===== src/rtl/split_check_if.sv =====
// Candidate, split-walk and result signals between the solver front end
// and the split check sequencer.
interface split_check_if #(
    parameter int IDX_W = 3,
    parameter int ID_W  = 8
);
    logic             cand_valid;
    logic             cand_ready;
    logic [ID_W-1:0]  cand_id;
    logic             hold;
    logic             abort;
    logic [IDX_W-1:0] split_sel;
    logic             split_x;
    logic             res_valid;
    logic             res_ready;
    logic             res_pass;
    logic [IDX_W-1:0] res_fail_idx;
    logic [ID_W-1:0]  res_id;
    logic [15:0]      stat_checked;
    logic [15:0]      stat_passed;

    modport master (
        output cand_valid, cand_id, abort, split_x, res_ready,
        input  cand_ready, hold, split_sel, res_valid, res_pass,
        input  res_fail_idx, res_id, stat_checked, stat_passed
    );

    modport slave (
        input  cand_valid, cand_id, abort, split_x, res_ready,
        output cand_ready, hold, split_sel, res_valid, res_pass,
        output res_fail_idx, res_id, stat_checked, stat_passed
    );
endinterface


===== src/rtl/split_check_sched.sv =====
// Walks the split checker outputs one per cycle, stops on the first false
// split and reports pass/fail with the failing index.
module split_check_sched #(
    parameter int NUM_SPLITS = 8,
    parameter int IDX_W      = 3,
    parameter int ID_W       = 8
) (
    input  logic          clk,
    input  logic          rst,
    split_check_if.slave  bus
);
    typedef enum logic [1:0] {
        IDLE = 2'd0,
        EVAL = 2'd1,
        DONE = 2'd2
    } state_t;

    localparam logic [IDX_W-1:0] LAST = IDX_W'(NUM_SPLITS - 1);

    state_t           state;
    logic [IDX_W-1:0] sel_q;
    logic             pass_q;
    logic [IDX_W-1:0] fail_idx_q;
    logic [ID_W-1:0]  id_q;
    logic [15:0]      stat_checked_q;
    logic [15:0]      stat_passed_q;

    always_ff @(posedge clk) begin
        if (rst) begin
            state          <= IDLE;
            sel_q          <= '0;
            pass_q         <= 1'b0;
            fail_idx_q     <= '0;
            id_q           <= '0;
            stat_checked_q <= '0;
            stat_passed_q  <= '0;
        end else begin
            unique case (state)
                IDLE: begin
                    if (bus.cand_valid) begin
                        id_q  <= bus.cand_id;
                        sel_q <= '0;
                        state <= EVAL;
                    end
                end
                EVAL: begin
                    // abort wins over a false split in the same cycle
                    priority case (1'b1)
                        bus.abort: begin
                            sel_q <= '0;
                            state <= IDLE;
                        end
                        !bus.split_x: begin
                            pass_q     <= 1'b0;
                            fail_idx_q <= sel_q;
                            state      <= DONE;
                        end
                        (sel_q == LAST): begin
                            pass_q     <= 1'b1;
                            fail_idx_q <= '0;
                            state      <= DONE;
                        end
                        default: sel_q <= sel_q + 1'b1;
                    endcase
                end
                DONE: begin
                    if (bus.res_ready) begin
                        sel_q <= '0;
                        state <= IDLE;
                        if (stat_checked_q != 16'hFFFF)
                            stat_checked_q <= stat_checked_q + 16'd1;
                        if (pass_q && stat_passed_q != 16'hFFFF)
                            stat_passed_q <= stat_passed_q + 16'd1;
                    end
                end
                default: state <= IDLE;
            endcase
        end
    end

    assign bus.cand_ready   = (state == IDLE);
    assign bus.hold         = (state == EVAL);
    assign bus.res_valid    = (state == DONE);
    assign bus.split_sel    = sel_q;
    assign bus.res_pass     = pass_q;
    assign bus.res_fail_idx = fail_idx_q;
    assign bus.res_id       = id_q;
    assign bus.stat_checked = stat_checked_q;
    assign bus.stat_passed  = stat_passed_q;
endmodule

===== src/flat_wrapper.sv =====
// flat-port wrapper written by rule: the top's interface ports become plain ports
module split_check_sched_flat 
#(
    parameter int NUM_SPLITS = 8,
    parameter int IDX_W      = 3,
    parameter int ID_W       = 8
)
  (clk, rst, bus_cand_valid, bus_cand_id, bus_abort, bus_split_x, bus_res_ready, bus_cand_ready, bus_hold, bus_split_sel, bus_res_valid, bus_res_pass, bus_res_fail_idx, bus_res_id, bus_stat_checked, bus_stat_passed);
  split_check_if #(.IDX_W(IDX_W), .ID_W(ID_W)) bus_i ();
  input  logic clk;
  input  logic rst;
  input wire logic [$bits(bus_i.cand_valid)-1:0] bus_cand_valid;
  input wire logic [$bits(bus_i.cand_id)-1:0] bus_cand_id;
  input wire logic [$bits(bus_i.abort)-1:0] bus_abort;
  input wire logic [$bits(bus_i.split_x)-1:0] bus_split_x;
  input wire logic [$bits(bus_i.res_ready)-1:0] bus_res_ready;
  output wire logic [$bits(bus_i.cand_ready)-1:0] bus_cand_ready;
  output wire logic [$bits(bus_i.hold)-1:0] bus_hold;
  output wire logic [$bits(bus_i.split_sel)-1:0] bus_split_sel;
  output wire logic [$bits(bus_i.res_valid)-1:0] bus_res_valid;
  output wire logic [$bits(bus_i.res_pass)-1:0] bus_res_pass;
  output wire logic [$bits(bus_i.res_fail_idx)-1:0] bus_res_fail_idx;
  output wire logic [$bits(bus_i.res_id)-1:0] bus_res_id;
  output wire logic [$bits(bus_i.stat_checked)-1:0] bus_stat_checked;
  output wire logic [$bits(bus_i.stat_passed)-1:0] bus_stat_passed;
  assign bus_i.cand_valid = bus_cand_valid;
  assign bus_i.cand_id = bus_cand_id;
  assign bus_i.abort = bus_abort;
  assign bus_i.split_x = bus_split_x;
  assign bus_i.res_ready = bus_res_ready;
  assign bus_cand_ready = bus_i.cand_ready;
  assign bus_hold = bus_i.hold;
  assign bus_split_sel = bus_i.split_sel;
  assign bus_res_valid = bus_i.res_valid;
  assign bus_res_pass = bus_i.res_pass;
  assign bus_res_fail_idx = bus_i.res_fail_idx;
  assign bus_res_id = bus_i.res_id;
  assign bus_stat_checked = bus_i.stat_checked;
  assign bus_stat_passed = bus_i.stat_passed;
  split_check_sched #(.NUM_SPLITS(NUM_SPLITS), .IDX_W(IDX_W), .ID_W(ID_W)) u_core (.clk(clk), .rst(rst), .bus(bus_i));
endmodule

===== config.mk =====
export PLATFORM = sky130hd
export DESIGN_NAME = split_check_sched_flat
export DESIGN_NICKNAME = d
export VERILOG_FILES = /design/src/rtl/split_check_if.sv /design/src/rtl/split_check_sched.sv /design/src/flat_wrapper.sv
export SDC_FILE = /design/constraint.sdc
export NUM_CORES = 1
export LEC_CHECK = 0
export CAP_MARGIN = 10
export CORE_MARGIN = 4
export CORE_UTILIZATION = 48
export DETAILED_ROUTE_END_ITERATION = 16
export PLACE_DENSITY = 0.8
export SYNTH_ARGS = -nofsm -noshare
export SYNTH_HDL_FRONTEND = slang
export SYNTH_SLANG_ARGS = --single-unit
export TNS_END_PERCENT = 50

===== constraint.sdc =====
create_clock -name clk -period 2.5 [get_ports clk]
set_input_delay 0.5 -clock clk [delete_from_list [all_inputs] [get_ports clk]]
set_output_delay 0.5 -clock clk [all_outputs]
set_load 0.02 [all_outputs]

==> out/results.txt, run 1 <==
Status - complete, no violations
Psw - 312 uW
Hold Path Class - register to register
FMAX - 478 MHz
Routed wl met2 - 2.68 mm
Post-synth EDFFs - 0
Largest net degree at the start of global routing - 41
Net Sw Frac - 0.230
WP data arrival - 1.59 ns
Max Used Layer - met4
Mapped Area - 2450 sq um
Rel. slew slack - 0.528
All-layer global routing usage - 0.191
Syn Nets - 301
Cts repair resizes - 0
Drt first pass iters - 4
Main combinational cell family by area after synthesis - simple AND/OR/NAND/NOR gates
Final Total Pwr - 1.36 mW
End-of-flow core utilization - 0.660
Share of power burned in registers - 0.589
Syn. warnings - 0
Routed len/inst - 14.1 um
Non-filler cells, final - 414
P_int - 1.04 mW
GP Congestion - 0.824
Hold slack - 0.455 ns
GR Overflow Total - 0
Min Clock Period, post-route - 2.09 ns
Synth Area in XOR/XNOR - 0
Crit Path Class - register to output pin
Detailed placement HPWL - 4.21 mm
Hold buffer count at cts - 0
Number of vias per cell - 5.69
Total Wirelength - 5.86 mm
Cell count after synthesis - 283
Setup TNS after final layout - 0 ns
H-Tree Depth - 2
Slew Limit Fails - 0
Via Count - 2354
Sequential fraction of the synthesis area - 0.400
Final hold viol count - 0
Post-synthesis adder-cell area fraction - 0.0204
Most common flop cell mapped by yosys - dfxtp_1
Die Span Y - 79.4 um
Worst Hold Depth - 2
Mean post-synth cell area - 8.66 sq um
RSZ-0062 raised after global routing - false
Register bit total from synthesis - 49
N_diodes - 0
Complex-gate fraction of the synthesized area - 0.172
Placed Cells incl. Taps - 406
Clock Power Share - 0.327
Fill count - 406
Core area - 4850 sq um
Io pins - 64
Die X-Extent - 79.4 um
Startpoint Class - register
Worst-path clk slew - 0.08 ns
CTS max path bufs - 2
CTS root buffer - clkbuf_8
Mux contribution to synthesized area - 0.0312
Layout area overhead - 30.6%
Worst Reg2Reg Path Length in Cells - 5
Post-layout nets - 364
PwrDens - 424 nW/um^2
Input/output buffers - 63
Final ANT Viol Nets - 0
Post-Synth Simple-Gate Area - 0.340
Share of post-route cells with drive strength above 1 - 0.0778
CTS sink count - 49
M1 WL - 2.85 mm
Clk_lat worst skew - 0.30 ns
Yosys cell types - 49
Initial Util - 0.505
Max Cap Viol - 0
Antenna violations before repair - 0
# setup viols final - 0
Post-Route Skew - 0.00702 ns
Worst path required time - 2.00 ns
Inserted Clock Buffers - 5
VDD IR max - 0.259 mV
Most frequent cells in the layout - clkdlybuf4s50_1 (62), dfxtp_1 (49), a21oi_1 (35)
# DRC - 0
Post-route clock period utilization - 0.837
Synth async-reset ratio - 0
Vias in the first global route - 2170
First-pass GRT wire length - 9.85 mm
Crit path capture type - output pin
Commonest non-fill, non-tap cell in the layout - clkdlybuf4s50_1
Post-CTS setup buffer count - 0
Worst-path fanout max - 10
Die ar. - 6310 sq um
DR iter-0 viols - 140
Placement Rows - 25
Leakage power - 1.10 nW
Met3 WL post-DR - 248 um
CTS tree - done
Comb pwr share - 0.084
Worst-Margin Slew - 0.708 ns
## power groups by stage
stage | registers, mW | logic (mW) | clock network (mW)
after CTS | 0.798 | 0.115 | 0.460
after global placement | 0.816 | 0.113 | 0
after global routing | 0.801 | 0.125 | 0.485
final | 0.798 | 0.114 | 0.443
after floorplan | 0.824 | 0.0550 | 0
after detailed placement | 0.817 | 0.115 | 0
## stage by stage
step           worst slack (ns)  cell area (sq um)
2_1_floorplan             0.635               2450
3_3_place_gp              0.235               3120
3_5_place_dp              0.172               3120
4_1_cts                   0.398               3200
5_1_grt                   0.301               3200
6_report                  0.408               3200
## final cells by class
type                    instances  area, sq um  share of cell area
clock buffers                   8         80.1              0.0250
inverters                       3         11.3             0.00352
multi-input cells             219         1380               0.431
flip-flops and latches         49          981               0.307
well taps                      67         83.8              0.0262
repair buffers                 68          663               0.207
## metal layers
layer,global-route usage,up-vias
li1,-,1198
met1,0.261,1084
met2,0.297,62
met3,0.0406,10
met4,0.0653,0
met5,0,-
## synth_stat cells, types with 7 or more instances
| cell | n | area, sq um |
|---|---|---|
| nand3_1 | 10 | 50.1 |
| o21ai_0 | 7 | 35.0 |
| and4_1 | 7 | 61.3 |
| a21oi_1 | 35 | 175 |
| o31ai_1 | 10 | 75.1 |
| dfxtp_1 | 49 | 981 |
| nand2_1 | 29 | 109 |
| nor2b_1 | 8 | 50.1 |
| or3_1 | 8 | 50.1 |
| nand4_1 | 8 | 50.1 |
| nor3_1 | 8 | 40.0 |
| nor2_1 | 22 | 82.6 |
| or4_1 | 10 | 75.1 |
## cells by family after synthesis
logic type | after synthesis
flip-flops | 49
adder cells (fa/ha/maj) | 4
AND/OR/NAND/NOR | 139
buffers and inverters | 15
AO/OA/AOI/OAI | 69
multiplexers | 7
## state kept, by name (all words and copies together) (netlist names)
name	flops
u_core.bus.res_fail_idx	3
u_core.bus.res_id	8
u_core.bus.res_pass	1
u_core.bus.split_sel	3
u_core.bus.stat_checked	16
u_core.bus.stat_passed	16
u_core.state	2
## worst paths after layout
path                                   start                           to  slack, ns
setup / recovery             u_core.state[1]                bus_res_valid       0.41
hold / removal          u_core.bus.res_id[5]         u_core.bus.res_id[5]       0.45
setup reg to reg  u_core.bus.stat_checked[0]  u_core.bus.stat_checked[12]       0.48
hold reg to reg         u_core.bus.res_id[5]         u_core.bus.res_id[5]       0.45
## critical path, cell delays in order, from the launching register on
cell,delay (ns)
dfxtp_1,0.49
inv_1,0.09
nor2_1,0.11
clkdlybuf4s50_1,0.61
Note: power is estimated with default switching activity, not from simulation.
==> run 2: changes to the inputs <==
==> constraint.sdc (replaced) <==
create_clock -name clk -period 2.1 [get_ports clk]
set_input_delay 0.42 -clock clk [delete_from_list [all_inputs] [get_ports clk]]
set_output_delay 0.42 -clock clk [all_outputs]
set_load 0.02 [all_outputs]
==> run 2 against run 1 <==
Net effect: sequential share of layout area down 0.86 points; first-iteration DRC count up 26%; final area up 3.0%; utilization up 2.0 points; wire length up 3.9%; total power up 21%; hold slack better by 0.0060 ns; largest power group unchanged; sequential power up 19%; largest cell class unchanged.
==> out/results.txt, run 2 (synthesis results as in run 1) <==
Status - complete, no violations
Placed Cells incl. Taps - 417
FMAX - 496 MHz
Setup WS pre-CTS - -0.0414 ns
Worst-path clk slew - 0.08 ns
Net Sw Frac - 0.237
Slew Limit Fails - 0
All-layer global routing usage - 0.198
Worst-Margin Slew - 0.627 ns
Inserted Clock Buffers - 5
Hold Path Origin - u_core.bus.res_id[6]
Leakage power - 1.16 nW
Post-layout nets - 375
Input/output buffers - 63
Share of post-route cells with drive strength above 1 - 0.109
Setup TNS after final layout - 0 ns
Core area - 4850 sq um
Post-route clock period utilization - 0.960
Bufs and invs on worst path - 1
Routed len/inst - 14.3 um
Post-Route Skew - 0.00347 ns
GP Congestion - 0.834
H-Tree Depth - 2
R2r setup slk - 0.27 ns
CTS root buffer - clkbuf_8
Number of vias per cell - 5.74
First-pass GRT wire length - 10.3 mm
Crit path cell chain - nor2b_1, clkdlybuf4s50_1
Startpoint Class - register
Clk_lat worst skew - 0.30 ns
Die X-Extent - 79.4 um
Worst Hold Depth - 2
Crit Path Class - register to output pin
Min Clock Period, post-route - 2.02 ns
Placement Rows - 25
Largest net degree at the start of global routing - 35
N_diodes - 0
Most frequent cells in the layout - clkdlybuf4s50_1 (62), dfxtp_1 (48), a21oi_1 (35)
Worst path required time - 1.68 ns
Hold Path End - u_core.bus.res_id[6]
DR iter-0 viols - 176
Io pins - 64
Clock Power Share - 0.332
Hold Path Class - register to register
Final Total Pwr - 1.63 mW
Rel. slew slack - 0.582
End-of-flow core utilization - 0.680
PwrDens - 496 nW/um^2
Reg2reg end - u_core.bus.stat_passed[5]
Crit path capture type - output pin
# setup viols final - 0
Initial Util - 0.505
CP delay by family, top - buffers and inverters
Placed Area - 3210 sq um
Share of power burned in registers - 0.582
Commonest non-fill, non-tap cell in the layout - clkdlybuf4s50_1
Total Wirelength - 6.08 mm
Max Cap Viol - 0
Drt first pass iters - 4
Final ANT Viol Nets - 0
VDD IR max - 0.305 mV
Comb pwr share - 0.087
Vias in the first global route - 2234
Via Count - 2439
CTS max path bufs - 2
Detailed placement HPWL - 4.41 mm
Worst setup margin - 0.0840 ns
Worst-path fanout max - 10
Final hold viol count - 0
Die ar. - 6310 sq um
WP data arrival - 1.60 ns
Slowest-stage cell, CP - clkdlybuf4s50_1
RSZ-0062 raised after global routing - false
R2R Path Start - u_core.bus.stat_passed[0]
Psw - 388 uW
Largest stage delay, worst path - 0.62 ns
Worst Reg2Reg Path Length in Cells - 6
Hold slack - 0.461 ns
Antenna violations before repair - 0
Crit path launch - u_core.state[0]
Design Area, Final - 3300 sq um
GR Overflow Total - 0
# DRC - 0
P_int - 1.25 mW
CTS sink count - 49
Die Span Y - 79.4 um
CTS tree - done
Layout area overhead - 34.5%
Non-filler cells, final - 425
==> run 2: cell count changes in the layout (fill, tap and decap cells not counted) <==
cell,delta
buf_4,+10
buf_12,+1
dfxtp_1,-1
dfxtp_2,+1
==> run 2: worst max-delay path by stage <==
stage,endpoint,slack (ns),cells past startpoint
final,bus_hold,0.08,2
after global routing,bus_hold,0.02,2
after CTS,bus_res_valid,0.06,3
after detailed placement,u_core.bus.stat_passed[14],-0.04,6
after global placement,u_core.bus.stat_passed[14],-0.02,6
after floorplan,u_core.bus.stat_checked[12],0.24,5
==> run 2: final cells by class <==
cell class,count,area (sq um)
fillers,399,1550
inverters,3,11.3
flip-flops and latches,49,982
clock buffers,8,80.1
repair buffers,79,758
well taps,67,83.8
multi-input cells,219,1380
==> run 2: timing repair <==
action                     in CTS  in global routing
setup buffers                   0                  0
setup endpoints to repair       0                  1
gates resized for setup         0                  1
hold buffers                    0                  0
==> run 2: power by group through the flow <==
stage          clock (mW)  combinational, mW  sequential, mW
2_1_floorplan           0             0.0655           0.981
3_3_place_gp            0              0.140           0.971
3_5_place_dp            0              0.142           0.972
4_1_cts             0.550              0.142           0.950
5_1_grt             0.585              0.154           0.952
6_report            0.542              0.141           0.950
==> run 2: worst reg2reg max path: stages, from the launching register on <==
cell and delay, ns:
dfxtp_1 0.39, ha_1 0.35, nand3_1 0.15, nor4_2 0.06, buf_4 0.18, or4_1 0.50
a21oi_1 0.14
==> run 2: routing by layer <==
layer  vias up  part of all wire  global-route usage
li1       1223                 -                   -
met1      1132              0.48               0.267
met2        74              0.46               0.321
met3        10             0.047              0.0429
met4         0             0.012              0.0515
met5         -                 0                   0
==> run 3: changes to the inputs <==
--- a/config.mk
+++ b/config.mk
@@ -5,11 +5,12 @@
 export SDC_FILE = /design/constraint.sdc
 export NUM_CORES = 1
 export LEC_CHECK = 0
+export ABC_AREA = 1
 export CAP_MARGIN = 10
 export CORE_MARGIN = 4
-export CORE_UTILIZATION = 48
+export CORE_UTILIZATION = 50
 export DETAILED_ROUTE_END_ITERATION = 16
-export PLACE_DENSITY = 0.8
+export PLACE_DENSITY = 0.82
 export SYNTH_ARGS = -nofsm -noshare
 export SYNTH_HDL_FRONTEND = slang
 export SYNTH_SLANG_ARGS = --single-unit
==> run 3 against run 2 <==
Net effect: critical endpoint is now bus_cand_ready; synthesized area rose by 8.1%; largest cell class unchanged; hold slack improved by 0.011 ns; non-clock buffer count decreased by 12; setup slack gained 0.15 ns; clock power barely moved.
==> out/results.txt, run 3 <==
Status - complete, no violations
# DRC - 0
Clk_lat worst skew - 0.30 ns
Register bit total from synthesis - 49
Post-route clock period utilization - 0.889
# setup viols final - 0
Hold Path Class - register to register
CTS max path bufs - 2
Synth async-reset ratio - 0
Crit Path Class - register to output pin
Commonest non-fill, non-tap cell in the layout - nand2_1
Core area - 5110 sq um
Non-filler cells, final - 524
Die ar. - 6530 sq um
Hold slack - 0.472 ns
Fill count - 456
First-pass GRT wire length - 10.6 mm
Initial Util - 0.519
Input/output buffers - 63
Syn Nets - 404
Die Span Y - 80.8 um
Total Wirelength - 6.23 mm
Sequential fraction of the synthesis area - 0.370
Post-synth top area share - 0.370
VDD IR max - 0.345 mV
Die X-Extent - 80.8 um
WP data arrival - 1.45 ns
Slowest-stage cell, CP - clkdlybuf4s50_1
GR Overflow Total - 0
Hold Path End - u_core.bus.res_fail_idx[0]
Worst-path fanout max - 5
Mapped Area - 2650 sq um
CTS root buffer - clkbuf_8
Post-synth EDFFs - 0
Post-synth top area cell - dfxtp_1
Placement Rows - 26
Number of vias per cell - 4.93
R2r setup slk - 0.31 ns
Most frequent cells in the layout - nand2_1 (100), nor2_1 (74), clkdlybuf4s50_1 (62)
Min Clock Period, post-route - 1.87 ns
Top post-synthesis cells by area - dfxtp_1 (37%), nand2_1 (14%), nor2_1 (10%), inv_1 (5.8%), a21oi_1 (4.2%)
Startpoint Class - register
Via Count - 2585
Worst-path clk slew - 0.08 ns
Reg2reg end - u_core.bus.stat_passed[0]
Post-Route Skew - 0.00626 ns
Most numerous cell in the Yosys netlist - nand2_1
Vias in the first global route - 2394
Slew Limit Fails - 0
All-layer global routing usage - 0.205
Crit path capture type - output pin
Placed Cells incl. Taps - 516
Final ANT Viol Nets - 0
Detailed placement HPWL - 4.79 mm
RSZ-0062 raised after global routing - false
Worst path required time - 1.68 ns
Hold Path Origin - u_core.bus.res_fail_idx[0]
Worst Hold Depth - 2
Crit path cell chain - nor2_1, clkdlybuf4s50_1
Most common flop cell mapped by yosys - dfxtp_1
Rel. slew slack - 0.745
Yosys cell types - 30
Largest net degree at the start of global routing - 32
PwrDens - 484 nW/um^2
Io pins - 64
Share of post-route cells with drive strength above 1 - 0.101
Cell count after synthesis - 386
Layout area overhead - 30.2%
CTS sink count - 49
Inserted Clock Buffers - 5
Synth cell count leaders - nand2_1 (100), nor2_1 (74), dfxtp_1 (49)
Post-CTS setup buffer count - 0
R2R Path Start - u_core.bus.stat_passed[0]
Largest stage delay, worst path - 0.64 ns
CTS tree - done
Max Cap Viol - 0
Mean post-synth cell area - 6.86 sq um
DR iter-0 viols - 118
Routed len/inst - 11.9 um
Setup TNS after final layout - 0 ns
Syn. warnings - 0
Final hold viol count - 0
Post-layout nets - 471
Antenna violations before repair - 0
FMAX - 536 MHz
Worst-Margin Slew - 0.382 ns
Worst Reg2Reg Path Length in Cells - 8
N_diodes - 0
Drt first pass iters - 4
Leakage power - 1.38 nW
H-Tree Depth - 2
GP Congestion - 0.819
## run 3: critical path, delay by kind of cell (launching register included)
kind	cells	cell delay (ns)
simple gates	1	0.15
flops	1	0.36
buf+inv	1	0.64
## run 3: routing by layer
metal / vias to the layer above / routed length [um] / track usage
li1: 1346 / - / -
met1: 1180 / 2720 / 0.250
met2: 54 / 3170 / 0.367
met3: 5 / 289 / 0.0477
met4: 0 / 51 / 0.0439
met5: - / 0 / 0
## run 3: layout make-up
| cell class | instances | area (sq um) | area share |
|---|---|---|---|
| Clock buffer | 5 | 68.8 | 0.0199 |
| Inverter | 42 | 158 | 0.0457 |
| Multi-Input combinational cell | 288 | 1460 | 0.424 |
| Clock inverter | 3 | 17.5 | 0.00508 |
| Timing Repair Buffer | 67 | 676 | 0.196 |
| Tap cell | 70 | 87.6 | 0.0254 |
| Sequential cell | 49 | 981 | 0.284 |
## run 3: how the worst max path moves through the flow
stage	endpoint	slack [ns]	cells past startpoint	start
6_report	bus_cand_ready	0.23	2	u_core.state[1]
5_1_grt	u_core.bus.stat_passed[0]	0.14	8	u_core.bus.stat_passed[0]
4_1_cts	bus_res_valid	0.06	3	u_core.state[1]
3_5_place_dp	u_core.bus.stat_passed[11]	0.18	8	bus_res_ready
3_3_place_gp	u_core.bus.stat_passed[11]	0.27	8	bus_res_ready
2_1_floorplan	u_core.bus.stat_passed[10]	0.53	9	u_core.bus.stat_passed[0]
## run 3: timing repair
| action | in CTS | in global routing |
|---|---|---|
| endpoints found under the hold margin | 0 | 0 |
| gates resized for setup | 0 | 1 |
| hold buffers | 0 | 0 |
| endpoints found under the setup margin | 0 | 1 |
## run 3: logic make-up (layout without fill, tap and decap cells)
logic type / after synthesis / in the layout / share of synthesized area
DFF: 49 / 49 / 0.370
and+or+nand+nor: 233 / 233 / 0.414
adders and majority gates: 4 / 4 / 0.0189
buffers and inverters: 49 / 117 / 0.0779
AOI/OAI and AO/OA: 41 / 41 / 0.0855
xor gates and xnor gates: 10 / 10 / 0.0331
## run 3: report_power, final
part / total [mW] / internal, mW / switching (mW) / leakage, nW
logic: 0.171 / 0.0785 / 0.0920 / 0.937
registers: 0.956 / 0.946 / 0.0103 / 0.397
clock network: 0.545 / 0.230 / 0.314 / 0.0439
## run 3: through the flow
stage               instance area [sq um]  power [mW]  setup WS (ns)  utilization
floorplan                            2650        1.06          0.525            -
CTS                                  3450        1.70         0.0610        0.675
detailed placement                   3360        1.15          0.176        0.658
finish                               3450        1.67          0.233        0.675
global placement                     3360        1.15          0.270        0.658
global route                         3450        1.75          0.144        0.675
